File: src/rtl/pipe_hazard_ctrl.sv
// Pipeline hazard controller: turns trap, memory-wait, branch and load-use events into
// per-register stall/flush masks, with a dmem wait FSM, a watchdog and saturating counters.
module pipe_hazard_ctrl #(
  parameter int NUM_REGS     = 5,
  parameter int HAZ_REG      = 2,
  parameter int BR_REG       = 2,
  parameter int MEM_REG      = 3,
  parameter int DRAIN_CYCLES = 1,
  parameter int TIMEOUT      = 1024,
  parameter int CNT_W        = 32
) (
  input  logic                clk,
  input  logic                reset,
  input  logic                trap,
  input  logic                dmem_busy,
  input  logic                imem_busy,
  input  logic                branch_taken,
  input  logic                load_use,
  input  logic                cnt_clr,
  output logic [NUM_REGS-1:0] stall,
  output logic [NUM_REGS-1:0] flush,
  output logic [1:0]          state_o,
  output logic                mem_timeout,
  output logic [CNT_W-1:0]    stall_cnt,
  output logic [CNT_W-1:0]    flush_cnt
);

  typedef enum logic [1:0] {
    RUN   = 2'd0,
    DWAIT = 2'd1,
    DRAIN = 2'd2
  } state_t;

  localparam int              WD_W       = $clog2(TIMEOUT + 1);
  localparam logic [WD_W-1:0] WD_MAX     = WD_W'(TIMEOUT);
  localparam logic [WD_W-1:0] WD_SET     = WD_W'(TIMEOUT - 1);
  localparam logic [2:0]      DRAIN_LAST = 3'((DRAIN_CYCLES > 0) ? DRAIN_CYCLES - 1 : 0);

  state_t          state, state_nxt;
  logic            redirect_pend, pend_nxt;
  logic [2:0]      drain_cnt, drain_nxt;
  logic [WD_W-1:0] wd_cnt;
  logic            dmem_class;
  logic            accept_evt;

  always_comb begin
    stall      = '0;
    flush      = '0;
    state_nxt  = state;
    drain_nxt  = drain_cnt;
    pend_nxt   = redirect_pend;
    accept_evt = 1'b0;
    // Once dmem completes the MEM stage may advance, so a DWAIT cycle with dmem idle is not dmem-class.
    dmem_class = (state == DRAIN) || (dmem_busy && (state == RUN || state == DWAIT));

    case (state)
      RUN:   if (dmem_busy) state_nxt = DWAIT;
      DWAIT: begin
        if (!dmem_busy) begin
          if (imem_busy && DRAIN_CYCLES > 0) begin
            state_nxt = DRAIN;
            drain_nxt = 3'd0;
          end else begin
            state_nxt = RUN;
          end
        end
      end
      DRAIN: begin
        if (drain_cnt == DRAIN_LAST) state_nxt = RUN;
        else                         drain_nxt = drain_cnt + 3'd1;
      end
      default: state_nxt = RUN;
    endcase

    if (trap) begin
      for (int i = 1; i < NUM_REGS; i++) flush[i] = 1'b1;
      state_nxt  = RUN;
      drain_nxt  = 3'd0;
      pend_nxt   = 1'b0;
      accept_evt = 1'b1;
    end else if (dmem_class) begin
      for (int i = 0; i < NUM_REGS; i++) begin
        if (i <= MEM_REG)     stall[i] = 1'b1;
        if (i == MEM_REG + 1) flush[i] = 1'b1;
      end
    end else if (branch_taken) begin
      // The branch itself already flushes IF/ID, so a pending redirect is absorbed here.
      for (int i = 1; i < NUM_REGS; i++) if (i <= BR_REG) flush[i] = 1'b1;
      pend_nxt   = imem_busy;
      accept_evt = 1'b1;
    end else begin
      if (load_use) begin
        for (int i = 0; i < NUM_REGS; i++) begin
          if (i < HAZ_REG)  stall[i] = 1'b1;
          if (i == HAZ_REG) flush[i] = 1'b1;
        end
      end else if (imem_busy) begin
        stall[0] = 1'b1;
        flush[1] = 1'b1;
      end
      // The fetch that was in flight at redirect time carries a stale instruction: drop it.
      if (redirect_pend && !imem_busy) begin
        stall[0] = 1'b1;
        flush[1] = 1'b1;
        pend_nxt = 1'b0;
      end
    end

    if (reset) begin
      stall = '0;
      flush = '0;
    end
  end

  always_ff @(posedge clk or posedge reset) begin
    if (reset) begin
      state         <= RUN;
      redirect_pend <= 1'b0;
      drain_cnt     <= 3'd0;
      wd_cnt        <= '0;
      mem_timeout   <= 1'b0;
      stall_cnt     <= '0;
      flush_cnt     <= '0;
    end else begin
      state         <= state_nxt;
      redirect_pend <= pend_nxt;
      drain_cnt     <= drain_nxt;

      if (state == DWAIT) begin
        if (wd_cnt != WD_MAX) wd_cnt <= wd_cnt + WD_W'(1);
      end else begin
        wd_cnt <= '0;
      end

      if (cnt_clr)                                 mem_timeout <= 1'b0;
      else if (state == DWAIT && wd_cnt >= WD_SET) mem_timeout <= 1'b1;

      if (cnt_clr)                        stall_cnt <= '0;
      else if (|stall && stall_cnt != '1) stall_cnt <= stall_cnt + CNT_W'(1);

      if (cnt_clr)                          flush_cnt <= '0;
      else if (accept_evt && flush_cnt != '1) flush_cnt <= flush_cnt + CNT_W'(1);
    end
  end

  assign state_o = state;

endmodule

File: config.mk
export PLATFORM = sky130hd
export DESIGN_NAME = pipe_hazard_ctrl
export DESIGN_NICKNAME = d
export VERILOG_FILES = /design/src/rtl/pipe_hazard_ctrl.sv
export SDC_FILE = /design/constraint.sdc
export NUM_CORES = 1
export LEC_CHECK = 0
export BUFFER_PORTS_ARGS = -buffer_cell sky130_fd_sc_hd__buf_2
export CAP_MARGIN = 15
export CORE_MARGIN = 5
export CORE_UTILIZATION = 50
export CTS_CLUSTER_DIAMETER = 80
export DETAILED_ROUTE_END_ITERATION = 10
export PLACE_DENSITY_LB_ADDON = 0.1
export SLEW_MARGIN = 25
export SYNTH_ARGS = -nofsm -noshare
export SYNTH_HDL_FRONTEND = slang
export SYNTH_SLANG_ARGS = --single-unit
File: constraint.sdc
create_clock -name clk -period 3.33 [get_ports clk]
set_input_delay 0.666 -clock clk [delete_from_list [all_inputs] [get_ports clk]]
set_output_delay 0.666 -clock clk [all_outputs]
set_load 0.02 [all_outputs]
**Yosys cells after proc, flatten, opt, wreduce, memory -nomap -nowiden**

Index checks and enable logic that the tools add are counted.

- Register bits: 82
- Output and inout bits: 77
- Word-level logic and storage cells: 87

- Add/subtract/negate cells: 4
- Magnitude comparators: 1
- Eq/ne operators: 12
- Multiplexer cells: 44
- Reduce and logical (&&, ||, !) cells: 19

Operators with widths:

| cell | number |
|---|---|
| $mux W32 | 4 |
| $add A32 B1 Y32 const B | 2 |
| $ne A32 B32 Y1 const B | 2 |
| $mux W11 | 2 |
| $mux W2 | 11 |
| $mux W1 | 18 |
| $mux W3 | 4 |
| $ne A3 B3 Y1 const B | 4 |
| $add A11 B1 Y11 const B | 1 |
| $ge A11 B10 Y1 const B | 1 |
| $ne A11 B11 Y1 const B | 1 |
| $mux W4 | 2 |
| $pmux W2 S3 | 1 |
| $pmux W3 S2 | 1 |
| $reduce_bool A2 Y1 | 3 |
| $reduce_bool A3 Y1 | 2 |
| $logic_and A1 B1 Y1 | 5 |
| $mux W5 | 1 |
| $reduce_or A5 Y1 | 1 |
| $reduce_and A4 Y1 | 1 |
| $add A3 B1 Y3 const B | 1 |
| $logic_not A3 Y1 | 1 |
| $ne A3 B2 Y1 const B | 1 |
| $reduce_and A3 Y1 | 1 |
| 8 further kinds | 9 |

**Longest topological paths before layout**

- Word-level depth: 11
- Gate-level depth with buffers: 9

**Worst setup path after synthesis**

OpenSTA, ideal clock, no wires.

- Kind: input to output
- Start point: input port trap
- End point: output port stall[0]
- Data arrival time: 1.950 ns
- Required time: 2.664 ns
- Slack: 0.714 ns
- Cell stages on the path: 7
- Path buffers: 2
- Cells stage by stage: clkbuf_1 > nor2_1 > o21ai_0 > inv_1 > nor2_1 > clkbuf_1 > inv_1

- Word-level cells in the longest chain between the ends: 2

RTL lines:

| element | line | RTL |
|---|---|---|
| start: declaration | 14 | `input logic trap,` |
| $mux W4 | 75 | `if (trap) begin` |
| $mux W4 | 109 | `if (reset) begin` |
| end: declaration | 20 | `output logic [NUM_REGS-1:0] stall,` |

No other way between the ends.

**Worst setup path in the final report**

- Start point: register state[1], in the netlist state_o[1]
- End point: output port stall[0]

- Word-level cells in the longest chain between the ends: 7
- Elaborated cells between the ends (all ways): 9
- Those cells by class: 2 x eq/ne; 3 x mux; 4 x reduce/logical

RTL lines:

| element | line | RTL |
|---|---|---|
| start: declaration | 39 | `state_t state, state_nxt;` |
| start signal: assignment | 125 | `state <= state_nxt;` |
| $eq A2 B1 Y1 or $logic_not A2 Y1 (tied branches) | 54 | `dmem_class = (state == DRAIN) \|\| (dmem_busy && (state == RUN \|\| state == DWAIT));` |
| $logic_or A1 B1 Y1 | 54 |  |
| $logic_and A1 B1 Y1 | 54 |  |
| $logic_or A1 B1 Y1 * | 54 |  |
| $mux W2 * | 81 | `end else if (dmem_class) begin` |
| $mux W4 * | 75 |  |
| $mux W4 * | 109 |  |

Mark *: on every way between the ends. The rest lies on a longest branch, timed or not.

==> results.json <==
{
  "path_class": "reg -> out",
  "fin_crit_sh_pct": 77.6,
  "overflow": 0,
  "synth.cell_area_mm2": 0.00469,
  "synthAdderAreaFrac_pct": 1.60,
  "rrSetupSlack_ns": 0.85,
  "worst_pin_slew_ns": 0.878,
  "drtPass1Iterations": 4,
  "diodes": 0,
  "cts.sinks": 82,
  "antenna_found_initial": 0,
  "finalPower_uw": 2030,
  "area_growth_pct": 15.9,
  "start_util_pct": 51.0,
  "viasPerCell": 6.10,
  "synth_edf_count": 0,
  "vdd_drop_max_mv": 0.236,
  "postRouteAntennaNets": 0,
  "synth_top_flop_cell": "dfrtp_1",
  "hold_violations": 0,
  "place_area_mm2": 0.00519,
  "finalWirelength_mm": 11.6,
  "grt_setup_unrepaired": "false",
  "hpwl_mm": 8.33,
  "grt_start_max_net_pins": 45,
  "synth_top_family_by_area": "simple AND/OR/NAND/NOR gates",
  "core_mm2": 0.00920,
  "seq_area_frac_synth_pct": 43.8,
  "htree_levels": 3,
  "cp_slowest_stage_delay_ns": 0.44,
  "path_common_cell": "inv_1",
  "drv_cap": 0,
  "clock_latency_ns": 0.35,
  "post_cts_buffers": 0,
  "io_pins": 85,
  "p_leak_uw": 0.00229,
  "drc": 0,
  "worstSetupEndpointType": "output pin",
  "postCtsHoldBufs": 0,
  "finalSetupViolCount": 0,
  "num_vias": 4360,
  "grt_pass1_wl_mm": 19.9,
  "crit_path_top_delay_cell": "dfrtp_1",
  "drtIter0Drc": 220,
  "p_per_area_mw_per_mm2": 374,
  "crit_required_ns": 2.66,
  "cts_buffers": 9,
  "syn_inst": 527,
  "cts_resized": 0,
  "crit_path_max_fanout": 7,
  "fp.dieW_um": 107,
  "grt_usage_pct": 21.1,
  "setup-tns-final_ns": 0,
  "wl_per_cell_um": 16.3,
  "synth_simple_gate_area_share_pct": 29.1,
  "async_flop_share_pct": 100,
  "die_h_um": 107,
  "hold_path.class": "in -> async",
  "arrival_ns": 1.92,
  "place_congestion": 0.837,
  "layout-drive-gt1-share_pct": 20.2,
  "dieArea_mm2": 0.0114,
  "yosys_warnings": 0,
  "synth_cell_types": 55,
  "synth_seq_cells": 82,
  "clkSlewWorstSetupHoldPaths_ns": 0.09,
  "synth_area_per_cell_um2": 8.89,
  "clk_path_buf_depth": 2,
  "muxShareOfSynthArea_pct": 2.62,
  "cts_root_buffer": "clkbuf_8",
  "fin_area_mm2": 0.00543,
  "status": "completed",
  "fp-row-count": 35,
  "path_cells": "nor2b_1, o21ai_0, inv_1, nor2_1, inv_1, buf_2",
  "finalNetCount": 613,
  "max_freq_mhz": 387,
  "cp-start-kind": "flop",
  "skew_ns": 0.0164,
  "io_buffers": 82,
  "layout_min_cycle_time_ns": 2.58,
  "drv_slew": 0,
  "synth_compound_area_share_pct": 15.8,
  "max_slew_margin_pct": 41.2,
  "cts_tree": "built",
  "first_global_vias": 4132,
  "synth-xor-area-share_pct": 2.99
}
-- sequential cells by signal, summed over array words and instances (netlist names) --
| register | count |
|---|---|
| wd_cnt | 11 |
| state_o | 2 |
| redirect_pend | 1 |
| stall_cnt | 32 |
| mem_timeout | 1 |
| flush_cnt | 32 |
| drain_cnt | 3 |
-- report_power, final --
group,switching (µW),total [µW],internal (µW)
logic,93.1,129,35.8
registers,9.65,1010,1000
clock network,386,887,502
total,489,2030,1540
-- per-layer routing --
layer | share of wire (%) | track usage [%]
met1 | 48 | 29.4
met2 | 47 | 34.2
met3 | 5.0 | 3.31
met4 | 0.81 | 5.94
met5 | 0 | 0
-- layout make-up --
cell class              instances  area (µm²)
fillers                       854        3770
flip-flops and latches         82        2050
multi-input cells             400        2450
clock inverters                 6         115
well taps                     111         139
clock buffers                  10         128
repair buffers                 87         473
inverters                      19        72.6
-- layout by cell type (no fill, tap or decap), types with 9 or more instances in the layout --
master,n
or4_1,21
buf_2,82
o21ai_0,28
xnor2_1,12
inv_1,18
or3_1,19
nand4_1,19
a21oi_1,53
clkbuf_8,9
mux2_2,10
nor4_1,12
o31ai_1,23
nor2_1,45
nor2b_1,13
nand2_1,36
dfrtp_1,82
nand3_1,20
nor3_1,16
-- stage by stage --
step                      hold slack (ns)  cells  worst slack [ns]  util (%)
after floorplan                     0.473    528             0.556         -
after global placement              0.495    699             0.743      56.4
after detailed placement            0.499    699             0.647      56.4
after CTS                           0.504    715             0.743      59.0
after global routing                0.540    715             0.567      59.0
final                               0.487    715             0.746      59.0
-- Yosys cell counts, drive strengths merged, types with 2 or more instances --
library cell | count | area, µm²
xnor2 | 12 | 105
mux2 | 10 | 113
and2 | 4 | 25.0
and3 | 5 | 31.3
nand3 | 20 | 100
nor3b | 2 | 15.0
a211oi | 4 | 30.0
ha | 6 | 75.1
nor4 | 12 | 75.1
or4b | 2 | 20.0
inv | 19 | 71.3
o41ai | 2 | 17.5
dfrtp | 82 | 2050
o31a | 2 | 17.5
nor3 | 16 | 80.1
clkbuf | 20 | 75.1
nand2 | 36 | 135
or3 | 21 | 134
o31ai | 23 | 173
nor2 | 45 | 169
or2 | 2 | 12.5
o21ai | 29 | 145
a21oi | 53 | 265
nor2b | 13 | 81.3
nand4b | 2 | 17.5
buf | 7 | 41.3
a2111o | 2 | 22.5
nor4b | 3 | 26.3
xor2 | 4 | 35.0
nand2b | 4 | 25.0
or4 | 24 | 189
and4 | 7 | 61.3
nand4 | 20 | 140
-- final timing paths --
path,start,end,cells after the start
max in group asynchronous,reset,flush_cnt[16],3
max,state_o[1],stall[0],6
min in group clk,drain_cnt[2],drain_cnt[2],2
min,reset,wd_cnt[7],2
min reg2reg,drain_cnt[2],drain_cnt[2],2
max reg2reg,stall_cnt[8],stall_cnt[30],5
-- worst max-delay path, delay by kind of cell (launching register included) --
kind | cells | cell delay (ns)
simple gates | 2 | 0.39
flops | 1 | 0.44
compound gates | 1 | 0.36
buf+inv | 3 | 0.38
-- cell families (layout without fill, tap and decap cells) --
| family | after synthesis | in the layout |
|---|---|---|
| compound gates | 124 | 124 |
| fa+ha+maj | 6 | 6 |
| xor+xnor | 16 | 16 |
| buf+inv | 46 | 122 |
| simple gates | 241 | 241 |
| mux | 11 | 11 |
| other cells | 1 | 2 |
| flops | 82 | 82 |
Power figures use the tool's default switching activity.
